[src/rtl/uart_tx_arb_pkg.sv]
// Shared types and width helpers for the UART transmit arbiter.
package uart_tx_arb_pkg;

    typedef enum logic [2:0] {
        ST_IDLE      = 3'd0,
        ST_ARB       = 3'd1,
        ST_POP       = 3'd2,
        ST_SEND      = 3'd3,
        ST_WAIT_DONE = 3'd4
    } arb_state_t;

    function automatic int ptr_width(input int num_src);
        return (num_src < 2) ? 1 : $clog2(num_src);
    endfunction

    function automatic int cnt_width(input int burst_max);
        return $clog2(burst_max + 1);
    endfunction

    localparam int DEF_NUM_SRC   = 2;
    localparam int DEF_BURST_MAX = 16;
    localparam int DEF_PTR_W     = ptr_width(DEF_NUM_SRC);
    localparam int DEF_CNT_W     = cnt_width(DEF_BURST_MAX);

endpackage

[src/rtl/uart_tx_arbiter_if.sv]
// Source-FIFO and UART-side signals of the arbiter, plus the FSM state for observation.
//
// Handshake: a source is popped by a one-cycle o_src_rd strobe only while its
// i_src_valid is known high; o_tx_data_valid is a one-cycle pulse with o_tx_data
// stable, and the UART answers with a one-cycle i_tx_done when the byte is out.
interface uart_tx_arbiter_if
    import uart_tx_arb_pkg::*;
#(
    parameter int NUM_SRC = 2,
    parameter int DATA_W  = 8
);
    logic [NUM_SRC-1:0]        i_src_valid;
    logic [NUM_SRC*DATA_W-1:0] i_src_data;
    logic [NUM_SRC-1:0]        o_src_rd;
    logic [DATA_W-1:0]         o_tx_data;
    logic                      o_tx_data_valid;
    logic                      i_tx_done;
    logic [NUM_SRC-1:0]        o_grant;
    logic                      o_busy;
    arb_state_t                dbg_state;

    modport slave (
        input  i_src_valid, i_src_data, i_tx_done,
        output o_src_rd, o_tx_data, o_tx_data_valid, o_grant, o_busy, dbg_state
    );

    modport master (
        output i_src_valid, i_src_data, i_tx_done,
        input  o_src_rd, o_tx_data, o_tx_data_valid, o_grant, o_busy, dbg_state
    );
endinterface

[src/rtl/uart_tx_arbiter_rr_pick.sv]
// Combinational round-robin picker: first requester at or after ptr, wrapping.
module rr_pick
    import uart_tx_arb_pkg::*;
#(
    parameter int NUM_SRC = 2,
    parameter int PTR_W   = ptr_width(NUM_SRC)
) (
    input  logic [NUM_SRC-1:0] req,
    input  logic [PTR_W-1:0]   ptr,
    output logic [NUM_SRC-1:0] grant,
    output logic [PTR_W-1:0]   idx
);
    localparam int JW = PTR_W + 1;

    always_comb begin : pick
        logic [JW-1:0] j;
        logic          found;
        grant = '0;
        idx   = '0;
        found = 1'b0;
        j     = '0;
        for (int k = 0; k < NUM_SRC; k++) begin
            j = {1'b0, ptr} + JW'(k);
            if (j >= JW'(NUM_SRC)) begin
                j = j - JW'(NUM_SRC);
            end
            if (!found && req[j[PTR_W-1:0]]) begin
                found                = 1'b1;
                grant[j[PTR_W-1:0]]  = 1'b1;
                idx                  = j[PTR_W-1:0];
            end
        end
    end
endmodule

[src/rtl/uart_tx_arbiter.sv]
// Round-robin arbiter sharing one UART transmitter among several FWFT byte
// sources, holding each grant for a burst of up to BURST_MAX bytes.
module uart_tx_arbiter
    import uart_tx_arb_pkg::*;
#(
    parameter int NUM_SRC   = 2,
    parameter int DATA_W    = 8,
    parameter int BURST_MAX = 16
) (
    input  logic            i_clk,
    input  logic            i_rst,
    uart_tx_arbiter_if.slave bus
);
    localparam int PTR_W = ptr_width(NUM_SRC);
    localparam int CNT_W = cnt_width(BURST_MAX);
    localparam logic [CNT_W-1:0] BURST_LIM = CNT_W'(BURST_MAX);
    localparam logic [PTR_W-1:0] LAST_IDX  = PTR_W'(NUM_SRC - 1);

    arb_state_t         state;
    logic [PTR_W-1:0]   ptr;
    logic [PTR_W-1:0]   gidx;
    logic [PTR_W-1:0]   pick_idx;
    logic [NUM_SRC-1:0] grant;
    logic [NUM_SRC-1:0] pick_grant;
    logic [NUM_SRC-1:0] src_rd;
    logic [CNT_W-1:0]   cnt;
    logic [DATA_W-1:0]  tx_data;
    logic               tx_valid;
    logic               busy;

    logic [DATA_W-1:0]  src_word [NUM_SRC];

    for (genvar k = 0; k < NUM_SRC; k++) begin : g_word
        assign src_word[k] = bus.i_src_data[k*DATA_W +: DATA_W];
    end

    rr_pick #(
        .NUM_SRC (NUM_SRC),
        .PTR_W   (PTR_W)
    ) u_pick (
        .req   (bus.i_src_valid),
        .ptr   (ptr),
        .grant (pick_grant),
        .idx   (pick_idx)
    );

    // Strobes are registered on the transition into POP/SEND so every output
    // comes straight from a flop.
    always_ff @(posedge i_clk or posedge i_rst) begin
        if (i_rst) begin
            state    <= ST_IDLE;
            ptr      <= '0;
            gidx     <= '0;
            grant    <= '0;
            cnt      <= '0;
            src_rd   <= '0;
            tx_data  <= '0;
            tx_valid <= 1'b0;
            busy     <= 1'b0;
        end else begin
            src_rd   <= '0;
            tx_valid <= 1'b0;
            case (state)
                ST_IDLE: begin
                    if (|bus.i_src_valid) begin
                        state <= ST_ARB;
                        busy  <= 1'b1;
                    end
                end
                ST_ARB: begin
                    cnt <= '0;
                    if (|bus.i_src_valid) begin
                        grant  <= pick_grant;
                        gidx   <= pick_idx;
                        src_rd <= pick_grant;
                        state  <= ST_POP;
                    end else begin
                        grant <= '0;
                        busy  <= 1'b0;
                        state <= ST_IDLE;
                    end
                end
                ST_POP: begin
                    tx_data  <= src_word[gidx];
                    cnt      <= cnt + CNT_W'(1);
                    tx_valid <= 1'b1;
                    state    <= ST_SEND;
                end
                ST_SEND: begin
                    state <= ST_WAIT_DONE;
                end
                ST_WAIT_DONE: begin
                    if (bus.i_tx_done) begin
                        if (cnt < BURST_LIM && bus.i_src_valid[gidx]) begin
                            src_rd <= grant;
                            state  <= ST_POP;
                        end else begin
                            grant <= '0;
                            busy  <= 1'b0;
                            ptr   <= (gidx == LAST_IDX) ? '0 : gidx + PTR_W'(1);
                            state <= ST_IDLE;
                        end
                    end
                end
                default: begin
                    grant <= '0;
                    busy  <= 1'b0;
                    state <= ST_IDLE;
                end
            endcase
        end
    end

    assign bus.o_src_rd        = src_rd;
    assign bus.o_tx_data       = tx_data;
    assign bus.o_tx_data_valid = tx_valid;
    assign bus.o_grant         = grant;
    assign bus.o_busy          = busy;
    assign bus.dbg_state       = state;

endmodule

[src/flat_wrapper.sv]
// flat-port wrapper written by rule: the top's interface ports become plain ports
module uart_tx_arbiter_flat import uart_tx_arb_pkg::*;
#(
    parameter int NUM_SRC   = 2,
    parameter int DATA_W    = 8,
    parameter int BURST_MAX = 16
)
  (i_clk, i_rst, bus_i_src_valid, bus_i_src_data, bus_i_tx_done, bus_o_src_rd, bus_o_tx_data, bus_o_tx_data_valid, bus_o_grant, bus_o_busy, bus_dbg_state);
  uart_tx_arbiter_if #(.NUM_SRC(NUM_SRC), .DATA_W(DATA_W)) bus_i ();
  input  logic i_clk;
  input  logic i_rst;
  input wire logic [$bits(bus_i.i_src_valid)-1:0] bus_i_src_valid;
  input wire logic [$bits(bus_i.i_src_data)-1:0] bus_i_src_data;
  input wire logic [$bits(bus_i.i_tx_done)-1:0] bus_i_tx_done;
  output wire logic [$bits(bus_i.o_src_rd)-1:0] bus_o_src_rd;
  output wire logic [$bits(bus_i.o_tx_data)-1:0] bus_o_tx_data;
  output wire logic [$bits(bus_i.o_tx_data_valid)-1:0] bus_o_tx_data_valid;
  output wire logic [$bits(bus_i.o_grant)-1:0] bus_o_grant;
  output wire logic [$bits(bus_i.o_busy)-1:0] bus_o_busy;
  output wire logic [$bits(bus_i.dbg_state)-1:0] bus_dbg_state;
  assign bus_i.i_src_valid = bus_i_src_valid;
  assign bus_i.i_src_data = bus_i_src_data;
  assign bus_i.i_tx_done = bus_i_tx_done;
  assign bus_o_src_rd = bus_i.o_src_rd;
  assign bus_o_tx_data = bus_i.o_tx_data;
  assign bus_o_tx_data_valid = bus_i.o_tx_data_valid;
  assign bus_o_grant = bus_i.o_grant;
  assign bus_o_busy = bus_i.o_busy;
  assign bus_dbg_state = bus_i.dbg_state;
  uart_tx_arbiter #(.NUM_SRC(NUM_SRC), .DATA_W(DATA_W), .BURST_MAX(BURST_MAX)) u_core (.i_clk(i_clk), .i_rst(i_rst), .bus(bus_i));
endmodule
[config.mk]
export PLATFORM = sky130hd
export DESIGN_NAME = uart_tx_arbiter_flat
export DESIGN_NICKNAME = d
export VERILOG_FILES = /design/src/rtl/uart_tx_arb_pkg.sv /design/src/rtl/uart_tx_arbiter_if.sv /design/src/rtl/uart_tx_arbiter_rr_pick.sv /design/src/rtl/uart_tx_arbiter.sv /design/src/flat_wrapper.sv
export SDC_FILE = /design/constraint.sdc
export NUM_CORES = 1
export LEC_CHECK = 0
export BUFFER_PORTS_ARGS = -buffer_cell sky130_fd_sc_hd__buf_2
export CORE_ASPECT_RATIO = 0.9
export CORE_MARGIN = 2
export CORE_UTILIZATION = 49
export DETAILED_ROUTE_END_ITERATION = 7
export GPL_TIMING_DRIVEN = 0
export HOLD_SLACK_MARGIN = 0.08
export PLACE_DENSITY_LB_ADDON = 0.3
export SYNTH_ARGS = -nofsm -noshare
export SYNTH_HDL_FRONTEND = slang
export SYNTH_SLANG_ARGS = --single-unit
[constraint.sdc]
create_clock -name i_clk -period 1.8 [get_ports i_clk]
set_input_delay 0.27 -clock i_clk [delete_from_list [all_inputs] [get_ports i_clk]]
set_output_delay 0.27 -clock i_clk [all_outputs]
set_load 0.02 [all_outputs]
Word level (Yosys, flattened, before mapping)
Index checks and enable logic that the tools add are counted.
Word-level totals
  register bits after elaboration: 24
  output and inout port bits: 17
Cells by class
  $add $sub $neg: 5
  magnitude comparators: 9
  eq/ne operators: 8
  multiplexer cells: 39
  bitwise logic cells: 5
  reduce and logical (&&, ||, !) cells: 15
Operators with widths (number)
  8-bit two-way mux: 3
  1-bit two-way mux: 19
  2-bit two-way mux: 8
  3-bit case mux with 5 select lines: 1
  5-bit case mux with 2 select lines: 1
  3-bit by 2-bit == test with 1-bit output (second input constant): 2
  1-bit by 2-bit < comparator with 1-bit output (second input constant): 3
  3-bit two-way mux: 2
  2-bit inequality test (second input constant): 3
  2-bit case mux with 3 select lines: 1
  2-bit AND reduction: 3
  5-bit by 1-bit adder with 5-bit output (second input constant): 1
  5-bit < comparator (second input constant): 1
  5-bit AND reduction: 1
  2-bit >= comparator (second input constant): 2
  1-bit logical AND: 4
  1-bit case mux with 4 select lines: 1
  2-bit case mux with 2 select lines: 1
  2-bit OR reduction: 2
  3-bit by 1-bit == test with 1-bit output (second input constant): 1
  3-bit == test (second input constant): 1
  3-bit zero test: 1
  1-bit NOT: 3
  3-bit AND reduction: 1
  12 further kinds: 15

Depth between registers and ports, before layout
Gate-level depths: netlist of run 1.
  depth in word-level cells: 11
  gate-level depth with buffers: 5

Hierarchy
Synthesis of run 1 repeated with hierarchy kept, for this count alone.
Unflattened totals
  cell total of the unflattened synthesis: 108
  area, all modules: 1203.7 um^2
By module, submodules not included
  uart_tx_arbiter: times used 1, cells an instance 104, area an instance 1173.6 um^2, seq. area each 600.6 um^2
  rr_pick: times used 1, cells an instance 4, area an instance 30.0 um^2, seq. area each 0.0 um^2

Least setup slack after synthesis of run 1
Ideal clock, no wire load.
  path kind: register -> register
  from: register u_core.state[2], in the netlist u_core.bus.dbg_state[2]
  to: register u_core.cnt[0]
  setup time: 0.125 ns
  data arrival time: 1.248 ns
  required time: 1.675 ns
  setup slack: 0.427 ns
  stages on the path, launching flop included: 5
  cells stage by stage: dfrtp_1 > buf_6 > nor3b_4 > nor2_2 > mux2_2
Between the ends
  cells in the longest elaborated chain, start to end: 2
  elaborated cells on any way between the ends: 4
RTL lines
  from (decl): RTL line uart_tx_arbiter.sv:19  | arb_state_t state;
  from (signal assigned): RTL line uart_tx_arbiter.sv:51  | state <= ST_IDLE;
  from (signal assigned): RTL line uart_tx_arbiter.sv:66  | state <= ST_ARB;
  from (signal assigned): RTL line uart_tx_arbiter.sv:76  | state <= ST_POP;
  3-bit by 2-bit == test with 1-bit output or 3-bit by 1-bit == test with 1-bit output (tied branches): RTL line uart_tx_arbiter.sv:63  | case (state)
  5-bit case mux with 2 select lines or 2-bit nonzero test (tied branches)
  to (signal assigned): RTL line uart_tx_arbiter.sv:85  | cnt <= cnt + CNT_W'(1);
  to (decl): RTL line uart_tx_arbiter.sv:26  | logic [CNT_W-1:0] cnt;
Several ways; a longest one is shown, not always the timed one.
A chain may end at the register's enable or synchronous reset.

Final worst setup path of run 1
Same ends and word-level chain as after synthesis.

==> results of run 1 <==
==> area by class of cell <==
| class | instances | share of cell area (%) |
|---|---|---|
| timing repair buffer | 36 | 12.6 |
| inverter | 4 | 1.05 |
| sequential | 24 | 42.0 |
| multi-input combinational | 79 | 36.9 |
| buffer | 7 | 3.58 |
| tap | 27 | 2.36 |
| clock buffer | 3 | 1.57 |
==> worst register-to-register path: cells and delay by family (launching register included) <==
family | cells | cell delay, ns
buffers and inverters | 1 | 0.17
muxes | 1 | 0.28
DFF | 1 | 0.46
and+or+nand+nor | 2 | 0.41
==> kinds of logic after synthesis <==
| family | after synthesis |
|---|---|
| and+or+nand+nor | 37 |
| xor gates and xnor gates | 2 |
| AOI/OAI and AO/OA | 29 |
| adders and majority gates | 1 |
| DFF | 24 |
| muxes | 10 |
| buffers and inverters | 11 |
==> power groups by stage <==
stage	sequential (mW)	clock, mW	combinational, mW
after global routing	0.915	0.257	1.44
after floorplan	1.10	0	0.753
after global placement	0.890	0	1.26
after detailed placement	0.901	0	1.30
after CTS	0.890	0.232	1.30
final	0.887	0.224	1.29
==> registers in the layout (all words and copies together) (netlist names) <==
register                    count
u_core.cnt                      5
u_core.bus.o_tx_data_valid      1
u_core.gidx                     1
u_core.bus.o_busy               1
u_core.bus.o_tx_data            8
u_core.bus.o_grant              2
u_core.bus.o_src_rd             2
u_core.bus.dbg_state            3
u_core.ptr                      1
==> final timing paths <==
kind / start / endpoint / slack (ns) / cells after the start
worst min-delay path: i_rst / u_core.bus.o_tx_data[0]$_DFFE_PP0P_ / 0.12 / 2
max in group asynchronous: i_rst / u_core.bus.o_tx_data[3]$_DFFE_PP0P_ / 1.16 / 2
worst max register to register: u_core.bus.dbg_state[2]$_DFFE_PP0P_ / u_core.cnt[0]$_DFFE_PP0P_ / 0.39 / 4
worst min register to register: u_core.cnt[2]$_DFFE_PP0P_ / u_core.cnt[2]$_DFFE_PP0P_ / 0.51 / 1
worst max-delay path: u_core.bus.dbg_state[2]$_DFFE_PP0P_ / u_core.cnt[0]$_DFFE_PP0P_ / 0.39 / 4
min in group i_clk: bus_i_tx_done / u_core.bus.dbg_state[2]$_DFFE_PP0P_ / 0.17 / 2
==> per-layer routing <==
| layer | vias to the layer above | wire (um) |
|---|---|---|
| met4 | 0 | 13 |
| met5 | - | 0 |
| li1 | 482 | - |
| met1 | 453 | 1060 |
| met2 | 24 | 1090 |
| met3 | 2 | 109 |
==> through the flow <==
step                      setup slack, ns  util, %
after floorplan                     0.427        -
after global placement              0.439     62.8
after detailed placement            0.424     62.8
after CTS                           0.403     63.8
after global routing                0.319     63.8
final                               0.394     63.8
==> synthesized netlist by cell type, drive strengths merged <==
library cell,number,area [um^2]
nand3,3,15.0
and3b,1,8.76
nor2,12,47.6
xnor2,2,17.5
a21oi,11,55.1
o21bai,1,7.51
nor3,5,25.0
o21ai,7,35.0
a21bo,1,10.0
nor3b,2,37.5
dfrtp,24,601
o221ai,1,8.76
ha,1,12.5
o21a,1,7.51
a22o,4,35.0
nand2b,1,8.76
nand2,9,33.8
inv,4,15.0
and4bb,1,12.5
mux2,2,22.5
nand3b,2,15.0
mux2i,8,80.1
a31oi,1,6.26
buf,7,51.3
nor2b,1,6.26
a32o,2,20.0
==> cell usage in the layout (no fill, tap or decap), types with 2 or more instances in the layout <==
master / count
sky130_fd_sc_hd__buf_2: 38
sky130_fd_sc_hd__dfrtp_1: 24
sky130_fd_sc_hd__clkbuf_4: 3
sky130_fd_sc_hd__mux2_2: 2
sky130_fd_sc_hd__a22o_1: 4
sky130_fd_sc_hd__xnor2_1: 2
sky130_fd_sc_hd__nand2_1: 9
sky130_fd_sc_hd__o21ai_0: 2
sky130_fd_sc_hd__a32o_1: 2
sky130_fd_sc_hd__nand3b_1: 2
sky130_fd_sc_hd__mux2i_1: 8
sky130_fd_sc_hd__o21ai_1: 5
sky130_fd_sc_hd__nor3b_4: 2
sky130_fd_sc_hd__inv_1: 4
sky130_fd_sc_hd__nand3_1: 3
sky130_fd_sc_hd__buf_4: 4
sky130_fd_sc_hd__nor2_1: 11
sky130_fd_sc_hd__nor3_1: 5
sky130_fd_sc_hd__a21oi_1: 11
==> run summary, run 1 <==
The type of destination of the critical path is a flip-flop. Traced cell by cell, the critical path runs through buf_6, nor3b_4, nor2_2, mux2_2. The count of buffering cells on the critical path with inverters included is 1.

The final layout contains routed wiring with a total length of 2270 um. On the critical path the largest part of the delay comes from flip-flops. The fraction of layout instances using a drive strength above 1 came out at 34.0%.

The number of ports placed on the die boundary came out at 38. Setup repair after global routing left no endpoint under its margin. The average cell area after synthesis came out at 10.5 um^2. The power density over the cells is 1680 nW/um^2. The number of placed instances, taps included came out at 177. The post-synthesis instance total is 114. The largest family of logic cells by synthesized area is simple AND/OR/NAND/NOR gates. In the routed design, unresolved DRC markers number 0. Of the total power, registers draw 37.0%. The post-route minimum period came out at 1.41 ns. The synthesized netlist net count is 136.

After clock tree synthesis, the flow added hold-fix buffers numbering 0. The final-layout fill cell count is 195. TritonCTS built the clock tree.

The switching power share of the total came out at 43.0%. Entering global routing, the biggest net connects 25 pins. The first-pass GRT wire length came out at 3960 um. The detail-routed net length per standard cell is 12.6 um. The detailed router placed 961 vias in this run. The multi-input combinational cell area came out at 528 um^2.

The critical path arrival is 1.61 ns. The analysis attributes to net switching a power of 1.03 mW. The placeable core area is 2240 um^2. The post-synthesis compound-gate area fraction came out at 15.5%.

The sequential cells in the finished layout cover a total of 601 um^2. The total of max-cap violations came out at 0. The die is 56.1 um wide.

The worst-case headroom to the max-slew limit came out at 42.7%. Multiplexer cells account for 8.59% of the synthesized area. The number of global-route vias before repair came out at 915. The final worst hold slack is 0.122 ns. The clock network latency to the later pin of the worst-skew pair came out at 0.30 ns. The min-delay analysis places its worst path in the category input pin to asynchronous set/reset pin.

The total power consumption of the routed design came out at 2.40 mW. The xor-xnor portion of the synthesized cell area came out at 1.47%. In the final timing run, aggregate negative setup slack is 0 ns. The global-route met3 utilization is 5.82%. The run finished with clean final reports.

After routing the design area is 1430 um^2. The post-synth design cell area came out at 1190 um^2. The worst-case vdd ir drop is 0.000960 V. The number of DRC violations after detailed-routing iteration 0 is 29. The proportion of power drawn by combinational gates is 53.7%. The number of placement rows is 16. The leakage power of the design came out at 0.708 nW. The number of nets in the finished design is 177. The global-route met2 utilization is 27.6%. The antenna diode instance count came out at 0. The final clock skew is 0.000844 ns. Relative to the synthesized area, the layout overhead comes to 19.8%. The slew at the pin with the worst max-slew slack is 0.858 ns.

The count of final hold-check violations is 0. The slowest stage of the critical path belongs to the cell sky130_fd_sc_hd__dfrtp_1. The met1 layer usage reported by global route came out at 24.3%. STA classifies the critical path startpoint as a flip-flop. The first TritonRoute pass finished after 4 iterations.

The highest attainable clock frequency is 711 MHz. The clock edge transition at the registers on the reported setup and hold paths is 0.12 ns. The top fanout value on the critical path is 10.

The busiest layer in global routing is met2. The simple-gate area share of the yosys netlist came out at 17.6%. Across every metal layer, demand over resource in global routing totals 17.7%. The number of H-tree levels came out at 1.

Once detailed placement completed, the half-perimeter wirelength came to 1710 um. The number of unique standard cell types used by synthesis is 30. The Yosys step of the flow raised 0 warnings. The critical path is of the flip-flop to flip-flop type.

Setup violations remaining at the end of the flow were counted as 0. The number of input and output port buffers inserted came out at 36. Per report_power, the clock group accounts for 9.3% of the total.

The number of cells in the finished layout apart from fillers is 180. The cell chosen for the clock root is sky130_fd_sc_hd__clkbuf_4. The total count of max-transition violations in the final report is 0.

The number of buffers created by CTS came out at 3. Post-CTS timing repair inserted 0 buffers for setup. The clock net sink count is 24. The internal power component came out at 1.37 mW. The number of cells upsized or downsized after cts came out at 0. For this configuration, the core starts out at a cell density of 53.3%. In this run the cell area measured after placement is 1410 um^2. The placer congestion estimate is 0.830. The count of antenna-violating nets left after detailed routing came out at 0. The largest stage delay on the critical path is 0.46 ns. The synthesized design contains 24 register bits. The floorplan step defined a die boundary enclosing 2850 um^2.

The initial antenna violation count is 0. The area share of fa/ha/maj cells after synthesis came out at 1.05%. The maximum number of buffers from clock root to sink came out at 2. The required time of the critical path came out at 2.00 ns.

The via count normalized by instance count came out at 5.34. From bottom edge to top edge, the die measures 50.8 um. The fraction of the cycle the final worst path needs came out at 78.1%. The post-synthesis sequential area ratio came out at 50.3%.

The global-route congestion overflow total is 0.
(Power assumes the default switching activity.)
==> run 2: changes to the inputs <==
Clock period 1.8 ns to 1.3 ns, I/O delays scaled along.
==> run summary, run 2 (synthesis gave the netlist of run 1 again) <==
The placeable core area came out at 2240 um^2. The first-pass GRT wire length is 4440 um. The slew at the pin with the worst max-slew slack is 0.514 ns.

After clock tree synthesis, the clock-pin slew on the worst setup and hold paths is 0.13 ns. The register with the most flip-flops in the layout has 8 of them. The die area is 2850 um^2. STA classifies the critical path endpoint as a flip-flop. The total count of max-transition violations in the final report is 0. The switching power share of the total is 41.6%. The fraction of layout instances using a drive strength above 1 is 46.5%. The CTS tree is yes. The initial antenna violation count is 0. After detailed routing, the total wire length is 2900 um. The largest stage delay on the critical path is 0.46 ns. The tool flagged a number of max-cap violations equal to 0. Subtracting the final worst setup slack from the clock period gives 1.33 ns. In this run the worst hold path is classified as input pin to flip-flop. For this design the total switching power over the nets is 1.67 mW.

In the layout the commonest cells are sky130_fd_sc_hd__buf_2 (38), sky130_fd_sc_hd__dfrtp_1 (21), sky130_fd_sc_hd__buf_4 (9), sky130_fd_sc_hd__a21oi_1 (9), sky130_fd_sc_hd__nand2_1 (9). The sequential share of power came out at 32.2%. The starting utilization of the core area is 53.3%. The number of buffers and inverters on the critical path is 2. The final cell utilization of the core is 74.0%.

The number of H-tree levels is 1. Global routing consumed, over all layers together, 19.8% of the routing resources. For this design the static power due to leakage is 0.801 nW. The top fanout value on the critical path came out at 7.

The category of the worst setup path launch point is a flip-flop. The fraction of the cycle the final worst path needs is 102%. The maximum number of buffers from clock root to sink came out at 2. Walking the worst path, the cells encountered are buf_6, nor3b_4, buf_6, nor2_4, mux2_4. The number of global-route vias before repair is 978. In this run the tool buffered the top-level ports with 36 buffer cells. The net count of the finished layout is 193. The clock network latency to the later pin of the worst-skew pair came out at 0.32 ns. In the post-route analysis, the smallest setup slack over all paths is -0.0321 ns. The internal power component came out at 2.34 mW.

The required time of the critical path is 1.52 ns. The cell with the largest stage delay on the worst path is sky130_fd_sc_hd__dfrtp_2. The number of buffers created by CTS came out at 3. The worst setup path is of the flip-flop to flip-flop kind. Across the whole layout, storage elements account for 604 um^2. For this design, the sink count on the clock tree is 24. The horizontal die dimension came out at 56.1 um.

Summed over all layers, the global routing overflow is 0. The most common library cell in the layout ignoring fill and taps is sky130_fd_sc_hd__buf_2. Summing all multi-input logic gate instances after layout gives 568 um^2. The run finished, with violations left. The number of placement rows came out at 16. The placer congestion estimate is 0.795.

In this run, the clock network consumes 8.4% of the power. The slack of the worst reg-to-reg path came out at -0.03 ns. After detailed routing, the number of remaining DRC violations is 0.

In this design, the critical path's most frequently occurring cell is sky130_fd_sc_hd__buf_6. The via count normalized by instance count came out at 5.43. The count of final hold-check violations is 0. Summed over all nets, the half-perimeter wirelength after detailed placement is 1890 um. The number of search-and-repair iterations in the first detailed-routing pass came out at 4.

The final reports fail on negative setup slack. At the worst endpoint, the arrival time is 1.55 ns. The final clock skew came out at 0.0138 ns. The power density over the cells is 2410 nW/um^2. The proportion of power drawn by combinational gates is 59.4%. The worst-case headroom to the max-slew limit came out at 65.6%. The kind of cell with the highest combined delay on the critical path is flip-flops. The number of setup violations in the final report is 7. Measured along the y axis, the die boundary spans 50.8 um.

The number of antenna diodes in the final layout is 0. IR analysis of the VDD net gives a maximum drop of 0.00144 V. The number of DRC violations after detailed-routing iteration 0 came out at 32. Setup repair after global routing could not meet its margin everywhere. The final worst hold slack is 0.166 ns.

The highest attainable clock frequency came out at 751 MHz. In this run the clock root is driven by a sky130_fd_sc_hd__clkbuf_4. The signed area change from the synthesized netlist to the final layout is 38.8%. The count of antenna-violating nets left after detailed routing came out at 0. Summing over every cut layer, the via total after detailed routing is 1070. The number of ports placed on the die boundary came out at 38. The final-layout fill cell count came out at 166.

The largest net degree at the start of global routing came out at 25. The detail-routed net length per standard cell came out at 14.7 um.
==> run 2: final cells by class <==
type / count / area share (%)
Tap cell: 27 / 2.04
Clock buffer: 4 / 1.58
Buffer: 6 / 3.32
Inverter: 4 / 1.13
Timing Repair Buffer: 53 / 21.3
Multi-Input combinational cell: 79 / 34.2
Sequential cell: 24 / 36.4
==> run 2: power groups by stage <==
stage,logic (mW),registers (mW),clock network (mW)
floorplan,1.07,1.53,0
global placement,1.77,1.25,0
detailed placement,1.83,1.27,0
CTS,1.96,1.26,0.342
global route,2.58,1.33,0.367
finish,2.38,1.29,0.337
==> run 2: path summary, 6_finish.rpt <==
path,end,start,cells past startpoint
setup reg to reg,u_core.cnt[0]$_DFFE_PP0P_,u_core.bus.dbg_state[2]$_DFFE_PP0P_,5
min in group asynchronous,u_core.bus.o_tx_data[7]$_DFFE_PP0P_,i_rst,3
max in group asynchronous,u_core.bus.dbg_state[1]$_DFFE_PP0P_,i_rst,3
hold / removal,u_core.bus.o_tx_data[1]$_DFFE_PP0P_,bus_i_src_data[1],3
setup / recovery,u_core.cnt[0]$_DFFE_PP0P_,u_core.bus.dbg_state[2]$_DFFE_PP0P_,5
hold reg to reg,u_core.bus.o_busy$_DFFE_PP0P_,u_core.bus.o_busy$_DFFE_PP0P_,1
==> run 2: metal layers <==
layer	GRT usage [%]	routed length [um]
met3	5.57	117
met5	0	0
met2	34.7	1530
met1	25.3	1220
met4	2.38	38
==> run 2: worst register-to-register path, stage by stage, from the launching register on <==
cell	delay, ns
sky130_fd_sc_hd__dfrtp_2	0.46
sky130_fd_sc_hd__buf_6	0.13
sky130_fd_sc_hd__nor3b_4	0.17
sky130_fd_sc_hd__buf_6	0.17
sky130_fd_sc_hd__nor2_4	0.06
sky130_fd_sc_hd__mux2_4	0.25
==> run 2: through the flow <==
stage	setup TNS, ns	cells	worst slack, ns	area (um^2)	total power, mW
after global placement	-0.0704	177	-0.0426	1420	3.02
after detailed placement	-0.214	177	-0.0611	1420	3.10
final	-0.144	197	-0.0321	1660	4.00
after global routing	-0.830	197	-0.0875	1660	4.27
after floorplan	-0.0163	114	-0.0163	1210	2.61
after CTS	-0.407	187	-0.0570	1510	3.56
==> run 2: what timing repair did <==
action / 4_1_cts / 5_1_grt
hold buffers: 2 / 0
endpoints found under the setup margin: 16 / 43
pin swaps: 7 / 9
setup buffers: 4 / 9
endpoints found under the hold margin: 25 / 0
gates resized for setup: 2 / 19
gates cloned: 0 / 2
